**src/rtl/cell_sram_writer_pkg.sv**
```systemverilog
// Console geometry and writer state encoding shared by the text renderer,
// the cell SRAM writer and the VGA reader.
package cell_sram_writer_pkg;

    localparam int CONSOLE_LINES        = 24;
    localparam int CONSOLE_COLUMNS      = 80;
    localparam int HEIGHT_PER_CHARACTER = 20;
    localparam int WIDTH_PER_CHARACTER  = 8;
    localparam int SCREEN_WIDTH         = 640;

    typedef enum logic [1:0] {
        WR_IDLE  = 2'd0,
        WR_WRITE = 2'd1,
        WR_DONE  = 2'd2
    } writer_state_e;

endpackage

```
**src/rtl/cell_sram_writer.sv**
```systemverilog
// Writes one shaped character cell into the SRAM framebuffer, one word per pixel.
// Optional macro CELL_WRITER_PERF_COUNTER_EN adds a 32-bit acked-pixel counter output.
module cell_sram_writer
    import cell_sram_writer_pkg::*;
#(
    parameter int CONSOLE_LINES        = cell_sram_writer_pkg::CONSOLE_LINES,
    parameter int CONSOLE_COLUMNS      = cell_sram_writer_pkg::CONSOLE_COLUMNS,
    parameter int HEIGHT_PER_CHARACTER = cell_sram_writer_pkg::HEIGHT_PER_CHARACTER,
    parameter int WIDTH_PER_CHARACTER  = cell_sram_writer_pkg::WIDTH_PER_CHARACTER,
    parameter int SCREEN_WIDTH         = cell_sram_writer_pkg::SCREEN_WIDTH,
    parameter int SRAM_ADDR_WIDTH      = 20,
    parameter int SRAM_DATA_WIDTH      = 16
) (
    input  logic                                           clk,
    input  logic                                           rst,
    input  logic                                           cell_valid,
    output logic                                           cell_ready,
    input  logic [4:0]                                     cell_line,
    input  logic [6:0]                                     cell_column,
    input  logic [HEIGHT_PER_CHARACTER*WIDTH_PER_CHARACTER-1:0] cell_r,
    input  logic [HEIGHT_PER_CHARACTER*WIDTH_PER_CHARACTER-1:0] cell_g,
    input  logic [HEIGHT_PER_CHARACTER*WIDTH_PER_CHARACTER-1:0] cell_b,
    output logic                                           cell_done,
    output logic                                           cell_error,
    output logic                                           sram_req,
    output logic [SRAM_ADDR_WIDTH-1:0]                     sram_addr,
    output logic [SRAM_DATA_WIDTH-1:0]                     sram_data,
`ifdef CELL_WRITER_PERF_COUNTER_EN
    output logic [31:0]                                    perf_pixel_count,
`endif
    input  logic                                           sram_ack
);

    localparam int PIX = HEIGHT_PER_CHARACTER * WIDTH_PER_CHARACTER;
    localparam int XW  = (WIDTH_PER_CHARACTER > 1) ? $clog2(WIDTH_PER_CHARACTER) : 1;
    localparam int YW  = (HEIGHT_PER_CHARACTER > 1) ? $clog2(HEIGHT_PER_CHARACTER) : 1;
    localparam int IW  = (PIX > 1) ? $clog2(PIX) : 1;
    localparam int AW  = SRAM_ADDR_WIDTH;

    localparam logic [1:0] IDLE  = WR_IDLE;
    localparam logic [1:0] WRITE = WR_WRITE;
    localparam logic [1:0] DONE  = WR_DONE;

    localparam logic [XW-1:0] X_LAST      = XW'(WIDTH_PER_CHARACTER - 1);
    localparam logic [YW-1:0] Y_LAST      = YW'(HEIGHT_PER_CHARACTER - 1);
    localparam logic [AW-1:0] LINE_STRIDE = AW'(HEIGHT_PER_CHARACTER * SCREEN_WIDTH);
    localparam logic [AW-1:0] COL_STRIDE  = AW'(WIDTH_PER_CHARACTER);
    // Moving from the last pixel of one cell row to the first of the next.
    localparam logic [AW-1:0] ROW_STEP    = AW'(SCREEN_WIDTH - (WIDTH_PER_CHARACTER - 1));

    logic [1:0]     state_q, state_d;
    logic [XW-1:0]  x_q, x_d;
    logic [YW-1:0]  y_q, y_d;
    logic [AW-1:0]  addr_q, addr_d;
    logic           err_q, err_d;
    logic [PIX-1:0] pix_r_q, pix_r_d;
    logic [PIX-1:0] pix_g_q, pix_g_d;
    logic [PIX-1:0] pix_b_q, pix_b_d;
    logic [IW-1:0]  pix_idx;

`ifdef CELL_WRITER_PERF_COUNTER_EN
    logic [31:0]    perf_q, perf_d;
`endif

    always_comb begin
        state_d = state_q;
        x_d     = x_q;
        y_d     = y_q;
        addr_d  = addr_q;
        err_d   = err_q;
        pix_r_d = pix_r_q;
        pix_g_d = pix_g_q;
        pix_b_d = pix_b_q;
`ifdef CELL_WRITER_PERF_COUNTER_EN
        perf_d  = perf_q;
        if (state_q == WRITE && sram_ack) perf_d = perf_q + 32'd1;
`endif
        case (state_q)
            IDLE: begin
                if (cell_valid) begin
                    pix_r_d = cell_r;
                    pix_g_d = cell_g;
                    pix_b_d = cell_b;
                    x_d     = '0;
                    y_d     = '0;
                    if (int'(cell_line) >= CONSOLE_LINES ||
                        int'(cell_column) >= CONSOLE_COLUMNS) begin
                        err_d   = 1'b1;
                        state_d = DONE;
                    end else begin
                        err_d   = 1'b0;
                        addr_d  = AW'(cell_line) * LINE_STRIDE + AW'(cell_column) * COL_STRIDE;
                        state_d = WRITE;
                    end
                end
            end
            WRITE: begin
                if (sram_ack) begin
                    if (x_q != X_LAST) begin
                        x_d    = x_q + 1'b1;
                        addr_d = addr_q + 1'b1;
                    end else if (y_q != Y_LAST) begin
                        x_d    = '0;
                        y_d    = y_q + 1'b1;
                        addr_d = addr_q + ROW_STEP;
                    end else begin
                        state_d = DONE;
                    end
                end
            end
            DONE:    state_d = IDLE;
            default: state_d = IDLE;
        endcase
    end

    always_ff @(posedge clk) begin
        if (!rst) begin
            state_q <= IDLE;
            x_q     <= '0;
            y_q     <= '0;
            addr_q  <= '0;
            err_q   <= 1'b0;
`ifdef CELL_WRITER_PERF_COUNTER_EN
            perf_q  <= '0;
`endif
        end else begin
            state_q <= state_d;
            x_q     <= x_d;
            y_q     <= y_d;
            addr_q  <= addr_d;
            err_q   <= err_d;
`ifdef CELL_WRITER_PERF_COUNTER_EN
            perf_q  <= perf_d;
`endif
        end
    end

    // Pixel bits are pure payload; sram_data is gated so they need no reset.
    always_ff @(posedge clk) begin
        pix_r_q <= pix_r_d;
        pix_g_q <= pix_g_d;
        pix_b_q <= pix_b_d;
    end

    assign pix_idx = IW'(y_q) * IW'(WIDTH_PER_CHARACTER) + IW'(x_q);

    always_comb begin
        sram_data = '0;
        if (state_q == WRITE) sram_data[2:0] = {pix_r_q[pix_idx], pix_g_q[pix_idx], pix_b_q[pix_idx]};
    end

    assign cell_ready = (state_q == IDLE);
    assign sram_req   = (state_q == WRITE);
    assign sram_addr  = addr_q;
    assign cell_done  = (state_q == DONE);
    assign cell_error = (state_q == DONE) && err_q;

`ifdef CELL_WRITER_PERF_COUNTER_EN
    assign perf_pixel_count = perf_q;
`endif

endmodule

```
**config.mk**
```make
export PLATFORM = sky130hd
export DESIGN_NAME = cell_sram_writer
export DESIGN_NICKNAME = d
export VERILOG_FILES = /design/src/rtl/cell_sram_writer_pkg.sv /design/src/rtl/cell_sram_writer.sv
export SDC_FILE = /design/constraint.sdc
export NUM_CORES = 1
export LEC_CHECK = 0
export CORE_MARGIN = 1.5
export CORE_UTILIZATION = 49
export DETAILED_ROUTE_END_ITERATION = 8
export PLACE_DENSITY = 0.88
export SETUP_SLACK_MARGIN = 0.4
export SYNTH_ARGS = -nofsm -noshare
export SYNTH_HDL_FRONTEND = slang
export SYNTH_SLANG_ARGS = --single-unit
```
**constraint.sdc**
```tcl
create_clock -name clk -period 19.9 [get_ports clk]
set_input_delay 3.98 -clock clk [delete_from_list [all_inputs] [get_ports clk]]
set_output_delay 3.98 -clock clk [all_outputs]
set_load 0.005 [all_outputs]
```
* Word-level counts from Yosys, hierarchy flattened
Cells that the tools add are included.
** Storage, ports and cells
- Flip-flop bits (word level) :: 511
- Input bits :: 496
- Output and inout bits :: 40
- Logic and storage cells :: 68
** Cells by class
- Add/subtract/negate cells :: 6
- Multipliers :: 1
- $lt $le $gt $ge :: 3
- Eq/ne operators :: 11
- Mux-type cells :: 30
- Reductions and logical operators :: 9
** Operators by type and width (count)
- 20-bit 2-to-1 mux :: 5
- 20-bit case mux with 2 select lines :: 1
- 1-bit binary-select mux with 8-bit select :: 3
- 19-bit by 10-bit adder with 20-bit output :: 1
- 20-bit by 1-bit adder with 20-bit output, second input constant :: 1
- 20-bit by 10-bit adder with 20-bit output, second input constant :: 1
- 5-bit 2-to-1 mux :: 4
- 3-bit 2-to-1 mux :: 5
- 5-bit by 5-bit multiplier with 10-bit output, second input constant :: 1
- 2-bit 2-to-1 mux :: 5
- 5-bit case mux with 2 select lines :: 1
- 5-bit AND reduction :: 2
- 8-bit by 9-bit < comparator with 1-bit output, second input constant :: 1
- 8-bit by 3-bit adder with 8-bit output :: 1
- 2-bit != test, second input constant :: 4
- 4-bit AND reduction :: 2
- 7-bit >= comparator, second input constant :: 1
- 3-bit case mux with 2 select lines :: 1
- 5-bit by 1-bit adder with 5-bit output, second input constant :: 1
- 5-bit >= comparator, second input constant :: 1
- 5-bit != test, second input constant :: 1
- 1-bit 2-to-1 mux :: 4
- 2-bit by 1-bit != test with 1-bit output, second input constant :: 2
- 2-bit case mux with 2 select lines :: 1
- other kinds (10) :: 10

* Depth between registers and ports, before layout
Gate-level depths: netlist of the first run.
- Word-level depth :: 5
- Gate-level depth with buffers :: 11
- Depth with buffers taken out :: 11

* Worst setup path before layout of the first run
No wires, ideal clock.
- Path type :: input -> register
- Start point :: input port cell_valid
- End point :: register addr_q[8] (netlist: sram_addr[8])
- Library setup time :: 0.136 ns
- Data arrival time :: 15.987 ns
- Slack :: 3.777 ns
- Stages on the path :: 5
- Buffers on the path :: 0
- Path through :: or3b_2 -> inv_1 -> nand2_1 -> o21ai_0 -> nor3_1
** Between the ends
- Cells in the longest elaborated chain, start to end :: 2
** RTL lines
- start, declared :: line cell_sram_writer.sv:16 : input logic cell_valid,
- 2-bit != test (no line)
- 5-bit AND reduction (no line)
- end signal, assigned :: line cell_sram_writer.sv:130 : addr_q <= addr_d;
- end, declared :: line cell_sram_writer.sv:54 : logic [AW-1:0] addr_q, addr_d;
Every way passes these cells.
A chain may end at the register's enable or synchronous reset.

* Final worst setup path of the first run
- Start point :: register x_q[0]
- End point :: output port sram_data[0]
** Between the ends
- Cells in the longest elaborated chain, start to end :: 4
** RTL lines
- start, declared :: line cell_sram_writer.sv:52 : logic [XW-1:0] x_q, x_d;
- start signal, assigned :: line cell_sram_writer.sv:119 : x_q <= '0;
- start signal, assigned :: line cell_sram_writer.sv:128 : x_q <= x_d;
- 8-bit by 3-bit adder with 8-bit output :: line cell_sram_writer.sv:145 : assign pix_idx = IW'(y_q) * IW'(WIDTH_PER_CHARACTER) + IW'(x_q);
- 1-bit binary-select mux with 8-bit select :: line cell_sram_writer.sv:149 : if (state_q == WRITE) sram_data[2:0] = {pix_r_q[pix_idx], pix_g_q[pix_idx], pix_b_q[pix_idx]};
- 1-bit 2-to-1 mux (implied by the code) :: line cell_sram_writer.sv:149
- 3-bit 2-to-1 mux :: line cell_sram_writer.sv:149
- end, declared :: line cell_sram_writer.sv:27 : output logic [SRAM_DATA_WIDTH-1:0] sram_data,
Every way passes these cells. The select of a mux whose other input is x is not followed.

==> results.md, run 1 <==
- For this run, the top clock speed supported by timing is 121 MHz.
- The sequential power share is 51.7%.
- The synthesized netlist devotes 0.918% of its cell area to XOR and XNOR gates.
- Along the worst path, the maximum fanout reaches 53.
- The worst-case reg-to-reg path depth is 9.
- The startpoint-to-endpoint class of the critical path is flip-flop to output port.
- Data on the critical path is required at its endpoint by 15920 ps.
- The tree built by TritonCTS fans out to 511 sinks.
- The worst-case IR drop observed on VDD is 0.0790 mV.
- Port buffering added 522 buffers.
- The H-tree depth is 2.
- In this run the most critical hold path is launched from sram_addr[1].
- The count of nets left with antenna violations once routing finished came out at 0.
- The beginning of the worst register-to-register path is x_q[1].
- Data arrives at the worst endpoint at 4270 ps.
- Summing all non-filler instances in the final layout gives an area of 0.0283 sq mm.
- The startpoint type of the worst setup path is a flip-flop.
- The remaining global-route overflow is 0.
- After clock tree synthesis, the flow added hold-fix buffers numbering 0.
- The clock root buffer is clkbuf_16.
- After synthesis, the share of flip-flops with an asynchronous set or reset is 0%.
- The number of cell rows is 75.
- 536 I/O pins were placed.
- TritonCTS built the clock tree.
- The number of max-slew violations in the final report is 0.
- The routed design has 61200 um of wire.
- The number of global-route vias before repair is 13700.
- In the routed layout, each cell is associated on average with a via count of 5.91.
- Yosys printed 0 warnings.
- The first global-routing pass estimated 86900 um of wire.
- The design draws 2.53 mW.
- Summing the sequential cell areas from Yosys gives 71.6% of the chip area.
- In this run, distinct cell masters in the synthesized netlist total 76.
- The delay of the slowest cell on the worst path is 820 ps.
- The total stage count of the critical path is 8.
- In the final timing run, aggregate negative setup slack is 0 ps.
- Setup repair after global routing left no endpoint under its margin.
- The total routing usage reported by global routing is 27.3%.
- Along the worst hold path, the cell count comes to 2.
- Buffers added to address setup during post-CTS repair amount to 0.
- No sink is reached through more buffers than the 3 on the longest clock path.
- For the pin with the worst max-slew slack, the measured transition is 1430 ps.
- In the synthesized netlist, the cells that appear most often are edfxtp_1, mux4_2, nand2_1, mux2i_1, dfxtp_1.
- The synthesized netlist devotes 1.53% of its cell area to adder and majority cells.
- The part of the total power dissipated in combinational logic is 10.3%.
- For this configuration, the core starts out at a cell density of 49.8%.
- Compared with the post-synthesis result, the final layout area differs by 34.9%.
- Measured along the y axis, the die boundary spans 210 um.
- The number of antenna violations at the first check in global routing came to 19.
- In this run the tightest slew margin relative to its limit is 4.92%.
- In this run, post-CTS repair resized a total of 0 instances.
- The average detailed-routed wire length per instance is 27.3 um.
- The cell area that synthesis handed to floorplanning was 0.0210 sq mm.
- After synthesis, the largest area contributor takes up 68.6% of total cell area.
- The synthesized design contains 511 register bits.
- The first TritonRoute pass finished after 5 iterations.
- The net switching fraction of the power is 22.1%.
- The area share of and/or/nand/nor cells after synthesis is 4.31%.
- By area, the combinational part of the netlist is dominated by multiplexers.
- The slowest stage of the critical path is the buf_4 cell.
- The flow ran to the end, and the final reports show no timing, DRC or antenna violations.
- In this run the cell area measured after placement is 0.0266 sq mm.
- The post-placement worst setup slack is 12130 ps.
- Across the run, the number of max-cap violations was 0.
- The count of unresolved DRC violations after routing is 0.
- The post-detailed-placement half-perimeter wirelength is 42900 um.
- In this run the static leakage power is 9.35 nW.
- Entering global routing, the biggest net connects 222 pins.
- The number of DRC violations after detailed-routing iteration 0 is 1373.
- The gate count after technology mapping is 1120.
- The number of buffers created by CTS is 52.
- In this run the critical register-to-register path is captured at sram_addr[19].
- The synthesized area per cell is 18.7 sq um.
- Across all layers, the routed design uses 13200 vias.
- The number of flops mapped to enable cells by yosys is 480.
- The path with the worst hold slack has its endpoint at sram_addr[1].
- The cell with the most instances after synthesis is edfxtp_1.
- The placer's final routability congestion estimate is 0.893.
- By area the synthesized netlist is led by edfxtp_1, mux4_2, dfxtp_1.
- The compound-gate portion of the synthesized area is 4.96%.
- The cell-internal power is 1.97 mW.
- Of the total power, the clock network draws 38.0%.
- Among cell families on the critical path, the largest total delay comes from buffers and inverters.
- Across the routed clock network, the largest skew measured is 38.8 ps.
- Cells with a size suffix above 1 make up 13.4% of the layout.
- Among all flip-flop cells after synthesis, the most frequent one is edfxtp_1.
- The critical path goes through buf_4 -> nand3b_1 -> o22ai_1 -> a211oi_1 -> a22oi_1 -> nand4_1 -> o31ai_1 -> clkdlybuf4s50_1.
- The share of the clock period used by the worst path after layout is 41.5%.
- After layout, the worst setup slack is 11650 ps.
- The total net switching power is 0.560 mW.
- The hold violation count in the final report is 0.
- The core footprint is 0.0421 sq mm.
- The total power per unit cell area is 89.4 mW/mm^2.
- Measured along the x axis, the die boundary spans 210 um.
- The clock-pin slew on the worst setup and hold paths is 60 ps.
- The number of endpoints failing setup at the final stage is 0.
- The die outline area is 0.0441 sq mm.
- The type of the worst min-delay path is flip-flop to flip-flop.
- The later-pin clock latency in the skew report is 610 ps.
- The final period demand of the worst path is 8250 ps.
- The mux cell area share after synthesis is 14.3%.
- Summed over all instances, the cell type with the most area after synthesis is edfxtp_1.
- STA classifies the critical path endpoint as an output port.
- The number of nets in the finished design is 2164.
- In this run the register-to-register setup slack is 15350 ps.
- Counting both buffers and inverters, the worst setup path holds a total of 2.
==> flip-flops by register name, summed over array words and instances, names as in the netlist <==
| name | count |
|---|---|
| y_q | 5 |
| pix_g_q | 160 |
| err_q | 1 |
| pix_r_q | 160 |
| pix_b_q | 160 |
| state_q | 2 |
| x_q | 3 |
| sram_addr | 20 |
==> per-layer routing <==
layer	global-route usage [%]	wire, um	vias up
met3	5.97	4430	150
met2	47.6	32200	724
met4	12.6	2460	6
li1	-	-	5652
met1	32.6	22100	6696
met5	0	41	-
==> cell usage in the layout (no fill, tap or decap), types with 19 or more instances in the layout <==
master,synthesis,final
a211oi_1,19,19
clkdlybuf4s50_1,0,522
mux2i_1,34,34
clkbuf_16,0,52
ha_1,24,24
edfxtp_1,480,480
mux4_2,117,117
nand3_1,19,19
dfxtp_1,31,28
nand2_1,44,44
a22oi_1,22,22
nor2_1,30,29
==> tightest hold or removal path, delay by kind of cell (launching register included) <==
family             cells  cell delay, ps
and+or+nand+nor        1              60
AOI/OAI and AO/OA      1              50
DFF                    1             340
==> metrics by stage <==
step                      instances  hold slack (ps)  util [%]
after global placement         2128              481      63.2
final                          2240              496      67.2
after CTS                      2223              496      67.1
after detailed placement       2128              485      63.2
after floorplan                1132              469         -
after global routing           2240              511      67.2
==> final cells by class <==
class	instances	area [sq um]
Antenna cell	17	42.5
Tap cell	539	674
Fill cell	2701	13800
Timing Repair Buffer	533	5320
Sequential cell	511	15000
Clock buffer	66	1350
Multi-Input combinational cell	531	5520
Inverter	14	60.1
Clock inverter	29	309
==> cells by family (layout without fill, tap and decap cells) <==
| kind of cell | Yosys count | count (layout) |
|---|---|---|
| buffers and inverters | 90 | 642 |
| AOI/OAI and AO/OA | 145 | 145 |
| DFF | 511 | 511 |
| other | 1 | 30 |
| muxes | 154 | 154 |
| adders and majority gates | 25 | 25 |
| xor gates and xnor gates | 22 | 22 |
| and+or+nand+nor | 172 | 172 |
==> power by group through the flow <==
stage | Sequential [mW] | Combinational [mW] | Clock, mW
after floorplan | 1.35 | 0.116 | 0
after global placement | 1.32 | 0.254 | 0
after detailed placement | 1.33 | 0.260 | 0
after CTS | 1.31 | 0.262 | 0.973
after global routing | 1.31 | 0.277 | 1.01
final | 1.31 | 0.262 | 0.961
==> how the worst max path moves through the flow <==
stage / slack, ps / from / end
2_1_floorplan: 3780 / cell_valid / sram_addr[8]
3_3_place_gp: 12250 / x_q[0] / sram_data[1]
3_5_place_dp: 12130 / x_q[0] / sram_data[2]
4_1_cts: 11480 / x_q[0] / sram_data[2]
5_1_grt: 11160 / x_q[0] / sram_data[2]
6_report: 11650 / x_q[0] / sram_data[0]
Power figures use the tool's default switching activity.
==> run 2, diff against run 1 <==
==> constraint.sdc (replaced) <==
create_clock -name clk -period 8 [get_ports clk]
set_input_delay 1.6 -clock clk [delete_from_list [all_inputs] [get_ports clk]]
set_output_delay 1.6 -clock clk [all_outputs]
set_load 0.005 [all_outputs]
==> results.md, run 2 (synthesis results as in run 1) <==
- The largest registers in the layout are pix_b_q: 160 flops, pix_g_q: 160 flops, pix_r_q: 160 flops.
- The number of vias per cell after detailed routing is 5.92.
- The I/O pin count is 536.
- Post-CTS repair changed the size of 0 cells.
- The average detailed-routed wire length per instance is 27.3 um.
- The total vias in the final route is 13300.
- For this design, the sink count on the clock tree is 511.
- The H-tree was split into 2 levels.
- The area of the multi-input gates is 0.00552 sq mm.
- After detailed routing, the total wire length is 61400 um.
- Before antenna repair, the detailed router went through 7 iterations.
- The share of the clock period used by the worst path after layout is 75.0%.
- Detailed placement finished with a half-perimeter wire length of 44000 um.
- Along the worst path, the maximum fanout reaches 18.
- The TritonCTS clock tree is done.
- The hold violation count in the final report is 0.
- The number of buffers created by CTS is 52.
- In the routed design, unresolved DRC markers number 0.
- Setup repair after global routing left no endpoint under its margin.
- IR analysis of the VDD net gives a maximum drop of 0.201 mV.
- The first global-routing pass estimated 87400 um of wire.
- The total routing usage reported by global routing is 27.5%.
- The worst setup path is captured at an output port.
- The worst register-to-register path has a depth of 9.
- The worst hold margin is 518 ps.
- The run finished with clean final reports.
- The number of cell rows is 75.
- The number of nets in the finished design is 2164.
- In this run, post-CTS hold repair placed 0 buffers.
- The total overflow left after global routing is 0.
- The minimum setup slack among reg-to-reg paths is 3650 ps.
- The count of maximum capacitance violations is 0.
- The worst register-to-register path ends at sram_addr[12].
- In this run the most critical hold path is launched from err_q.
- The congestion estimate from routability-driven global placement came to 0.896.
- The total power per unit cell area is 224 mW/mm^2.
- The min-delay analysis places its worst path in the category flip-flop to flip-flop.
- The launch point of the worst path is y_q[0].
- The number of global-route vias before repair is 13700.
- The growth of design area from synthesis to finish is 35.3%.
- The relative max-transition margin is 20.1%.
- The cell sitting at the root of the clock tree is a clkbuf_16.
- The detail route stage leaves a number of antenna-violating nets equal to 0.
- Based on the critical path, the design can be clocked at up to 167 MHz.
- The slew of the pin with the lowest slew margin is 1200 ps.
- The number of endpoints failing setup at the final stage is 0.
- The clock arrives with 16.4 ps of skew.
- The hold path depth is 2.
- The startpoint type of the worst setup path is a flip-flop.
- The die span in x is 210 um.
- No sink is reached through more buffers than the 3 on the longest clock path.
- The die covers 0.0441 sq mm.
- The vertical extent of the die is 210 um.
- In the final layout, the share of cells above drive strength 1 is 14.0%.
- The critical path data required time is 6400 ps.
- The number of max-slew violations in the final report was 0.
- The maximum number of pins on one net before global-route repair is 204.
- The number of setup buffers added after CTS is 0.
- For hold timing, the worst endpoint is err_q.
- The analysis attributes to cell leakage a power of 9.38 nW.
- The later-pin clock latency in the skew report is 590 ps.
- After filler insertion, the fill cell instance count of the layout stands at 2670.
- Counting I/O delays and the setup requirement, the final critical path takes 6000 ps.
- After the first detailed-routing iteration, the DRC count stood at 1472.
- The starting density of the core is 49.8%.
- The sequential cells in the finished layout cover a total of 0.0150 sq mm.
- The number of antenna violations at the first check in global routing is 21.
- The core footprint is 0.0421 sq mm.
- The endpoint arrival time on the critical path is 4400 ps.
- The startpoint-to-endpoint class of the critical path is flip-flop to output port.
- The clock-pin slew on the worst setup and hold paths is 60 ps.
- The library cells used most frequently in the layout, excluding fill and tap cells, are clkdlybuf4s50_1, edfxtp_1, mux4_2.
- The beginning of the worst register-to-register path is x_q[0].
- Leaving out fill and tap cells, the most frequent cell in the layout is clkdlybuf4s50_1.
- The final core utilization is 67.4%.
- During placement, the flow inserted port buffers numbering 522.
run 2: changes by cell type in the layout (fill, tap and decap cells not counted), moves of 2 or more:
cell and delta:
buf_12 +2, buf_4 -2, clkbuf_1 -8, clkinv_2 +5, clkinvlp_4 +6, diode_2 +3
run 2: worst max-delay path, stage by stage, from the launching register on:
cell,delay (ps)
dfxtp_1,640
buf_4,370
and2_1,840
a22oi_1,220
a211oi_1,570
o21ai_0,230
o31ai_1,300
clkdlybuf4s50_1,600
run 2: worst max-delay path by stage:
stage                          to  slack, ps
floorplan           sram_addr[16]      -1540
global placement     sram_data[1]       2670
CTS                  sram_data[1]       2020
finish               sram_data[2]       2000
detailed placement   sram_data[1]       2650
global route         sram_data[1]       1800
run 2: through the flow:
stage | instances | instance area (sq um) | power, mW | TNS (ps) | setup WS, ps
6_report | 2246 | 28400 | 6.37 | 0 | 2000
2_1_floorplan | 1132 | 21000 | 3.61 | -698330 | -1540
4_1_cts | 2226 | 28400 | 6.39 | 0 | 2020
5_1_grt | 2245 | 28400 | 6.55 | 0 | 1800
3_3_place_gp | 2128 | 26600 | 3.92 | 0 | 2670
3_5_place_dp | 2128 | 26600 | 3.95 | 0 | 2650
run 2: cell type report:
cell class	instances	area share [%]
flip-flops and latches	511	52.9
diodes	20	0.176
repair buffers	533	18.8
clock inverters	40	1.41
clock buffers	58	4.66
well taps	539	2.37
inverters	14	0.198
multi-input cells	531	19.4
run 2: metal layers:
| metal | GRT usage (%) | vias to the layer above | share of wire, % |
|---|---|---|---|
| met1 | 34.0 | 6692 | 36 |
| met5 | 0 | - | 0.050 |
| met2 | 47.2 | 783 | 52 |
| met3 | 5.48 | 147 | 8.0 |
| met4 | 12.3 | 4 | 3.7 |
| li1 | - | 5661 | - |
run 2: report_power, final:
part	internal, mW	total, mW	switching, mW
sequential	3.18	3.27	0.0932
clock	1.40	2.46	1.06
combinational	0.367	0.637	0.270
total	4.94	6.37	1.42
==> run 3, diff against run 2 <==
--- a/config.mk
+++ b/config.mk
@@ -6,9 +6,9 @@
 export NUM_CORES = 1
 export LEC_CHECK = 0
 export CORE_MARGIN = 1.5
-export CORE_UTILIZATION = 49
+export CORE_UTILIZATION = 45
 export DETAILED_ROUTE_END_ITERATION = 8
-export PLACE_DENSITY = 0.88
+export PLACE_DENSITY = 0.85
 export SETUP_SLACK_MARGIN = 0.4
 export SYNTH_ARGS = -nofsm -noshare
 export SYNTH_HDL_FRONTEND = slang
==> constraint.sdc (replaced) <==
create_clock -name clk -period 5 [get_ports clk]
set_input_delay 1 -clock clk [delete_from_list [all_inputs] [get_ports clk]]
set_output_delay 1 -clock clk [all_outputs]
set_load 0.005 [all_outputs]
==> results.md, run 3 (synthesis results as in run 1) <==
- The later pin in the worst-skew pair is clocked with a latency of 620 ps.
- The share of the clock period used by the worst path after layout is 90.2%.
- IR analysis of the VDD net gives a maximum drop of 0.322 mV.
- The number of global-route vias before repair is 13900.
- The detailed-router iteration count before antenna repair is 5.
- The worst setup path is launched from a flip-flop.
- The starting density of the core is 46.0%.
- The analysis attributes to net switching a power of 2.27 mW.
- After detailed routing, the number of remaining DRC violations is 0.
- The critical path data required time is 4000 ps.
- The worst hold margin is 520 ps.
- The total power per unit cell area is 351 mW/mm^2.
- Input and output buffers added on the ports amount to 522.
- Across the routed clock network, the largest skew measured is 21.9 ps.
- The die span in x is 219 um.
- The remaining global-route overflow is 0.
- The die outline area is 0.0480 sq mm.
- The clock network accounts for 38.0% of the total power.
- The analysis attributes to cell leakage a power of 9.53 nW.
- The internal power of the cells totals 7.83 mW.
- The number of nets in the finished design is 2189.
- The placer's final routability congestion estimate is 0.886.
- The worst register-to-register path ends at sram_addr[12].
- Row generation in the floorplan step produced 78 rows.
- Summing over every cut layer, the via total after detailed routing is 13200.
- The hold buffer count at cts is 0.
- Of all nets on the critical path, the largest fanout is 18.
- The post-placement worst setup slack is 601 ps.
- The remaining antenna violation count is 0.
- The sequential power share is 51.5%.
- Cells with a size suffix above 1 make up 14.9% of the layout.
- Counting tap cells, the placed design contains a total of 2205 instances.
- The minimum setup slack among reg-to-reg paths is 1470 ps.
- The area growth from synthesis to layout is 37.2%.
- Measured against its own limit, the worst slew margin works out to 42.5%.
- In the post-route analysis, the smallest setup slack over all paths is 488 ps.
- The largest individual stage delay along the critical path comes from the cell dfxtp_4.
- The count of maximum capacitance violations is 0.
- Cells fill 63.1% of the core in the end.
- Clock-pin slew was measured on the worst setup and hold paths at 60 ps.
- The run finished with clean final reports.
- The path with the worst hold slack has its endpoint at sram_addr[1].
- The largest buffer count on any clock path is 3.
- Setup repair after global routing left no endpoint under its margin.
- The net switching fraction of the power is 22.5%.
- The largest registers in the layout are pix_b_q: 160 flops, pix_g_q: 160 flops, pix_r_q: 160 flops.
- The worst min-delay path startpoint is sram_addr[1].
- The hold violation count in the final report is 0.
- In the final timing run, aggregate negative setup slack is 0 ps.
- The number of vias per cell after detailed routing is 5.68.
- The H-tree depth is 2.
- The number of clock sinks is 511.
- In the layout the commonest cells are clkdlybuf4s50_1, edfxtp_1, mux4_2.
- The hold path depth is 2.
- The first routing iteration left 1416 violations.
- Combinational cells account for 10.5% of the total power.
- For this run, the slowest stage of the critical path takes 590 ps.
- The I/O pin count is 536.
- At the pin with the least slew margin, the transition time is 862 ps.
- The endpoint arrival time on the critical path is 3510 ps.
- The number of max-slew violations in the final report is 0.
- The number of buffers created by CTS is 53.
- The startpoint identified for the worst register-to-register timing path is x_q[1].
- The most numerous cell on the critical path is mux4_2.
- The number of antenna violations at the first check in global routing is 19.
- Static timing analysis puts the maximum clock frequency at 222 MHz.
- The type of the worst min-delay path is flip-flop to flip-flop.
- Counting the fill cells in the layout gives 3091.
- The worst-case reg-to-reg path depth is 10.
- Setup violations remaining at the end of the flow were counted as 0.
- The final standard cell count with taps included and fillers excluded is 2333.
- The startpoint-to-endpoint class of the critical path is flip-flop to output port.
- The worst setup path is captured at an output port.
- The final period demand of the worst path is 4510 ps.
- Entering global routing, the biggest net connects 110 pins.
- The core footprint is 0.0457 sq mm.
- The final routed wirelength across all metal layers is 62700 um.
- Clock tree synthesis selected as its root buffer the cell clkbuf_16.
- The die is 219 um tall.
- Leaving out fill and tap cells, the most frequent cell in the layout is clkdlybuf4s50_1.
- The first-pass GRT wire length is 87900 um.
- The signal on the critical path passes through buf_4 -> mux4_2 -> mux4_2 -> o22ai_1 -> o31ai_2 -> clkdlybuf4s50_1.
- The average detailed-routed wire length per instance is 26.9 um.
- The TritonCTS clock tree is done.
- The total routing usage reported by global routing is 25.7%.
- The post-detailed-placement half-perimeter wirelength is 44600 um.
run 3: cell types whose count changed in the layout (fill, tap and decap cells not counted), moves of 3 or more:
cell        previous run  this run
clkinvlp_4             7         4
buf_12                 3        10
clkinv_1               9        15
buf_4                  8        20
clkinv_2              14         9
bufinv_16              6         3
clkbuf_1               6        12
run 3: final cells by class:
class / count / area [sq um] / share of cell area [%]
timing repair buffer: 557 / 5680 / 19.7
inverter: 14 / 56.3 / 0.195
clock inverter: 33 / 288 / 0.999
multi-input combinational: 531 / 5540 / 19.2
clock buffer: 67 / 1400 / 4.86
sequential: 511 / 15000 / 52.2
antenna: 20 / 50.0 / 0.174
tap: 600 / 751 / 2.61
run 3: critical path, delay by kind of cell (launching register included):
family | cells | cell delay (ps)
buf+inv | 2 | 880
compound gates | 2 | 540
mux | 2 | 890
flops | 1 | 590
run 3: what timing repair did:
action                                  CTS  global route
pin swaps                                 1             0
resized for setup                         5             2
hold endpoints to repair                  0             0
gates cloned                              0             1
setup buffers                             7             0
endpoints found under the setup margin    3             2
run 3: how the worst max path moves through the flow:
stage / startpoint / end / depth (start not counted)
6_report: x_q[1] / sram_data[1] / 6
5_1_grt: x_q[0] / sram_data[0] / 8
4_1_cts: x_q[1] / sram_data[2] / 7
3_5_place_dp: x_q[0] / sram_data[2] / 7
3_3_place_gp: x_q[0] / sram_data[2] / 7
2_1_floorplan: cell_valid / sram_addr[16] / 5
run 3: through the flow:
| stage | cell area [sq um] | total power [mW] |
|---|---|---|
| after floorplan | 21000 | 5.78 |
| after global placement | 26900 | 6.28 |
| after detailed placement | 26900 | 6.33 |
| after CTS | 28700 | 10.2 |
| after global routing | 28800 | 10.4 |
| final | 28800 | 10.1 |
run 3: per-layer routing:
| layer | wire length [um] | vias to the layer above | track usage, % |
|---|---|---|---|
| li1 | - | 5713 | - |
| met1 | 23000 | 6628 | 31.2 |
| met4 | 2490 | 0 | 13.0 |
| met2 | 32700 | 768 | 44.1 |
| met5 | 0 | - | 0 |
| met3 | 4570 | 140 | 4.60 |
run 3: power by group through the flow:
stage / Sequential [mW] / Clock [mW] / Combinational (mW)
after detailed placement: 5.29 / 0 / 1.04
final: 5.20 / 3.83 / 1.06
after global placement: 5.26 / 0 / 1.02
after floorplan: 5.32 / 0 / 0.463
after global routing: 5.22 / 4.05 / 1.13
after CTS: 5.20 / 3.89 / 1.07
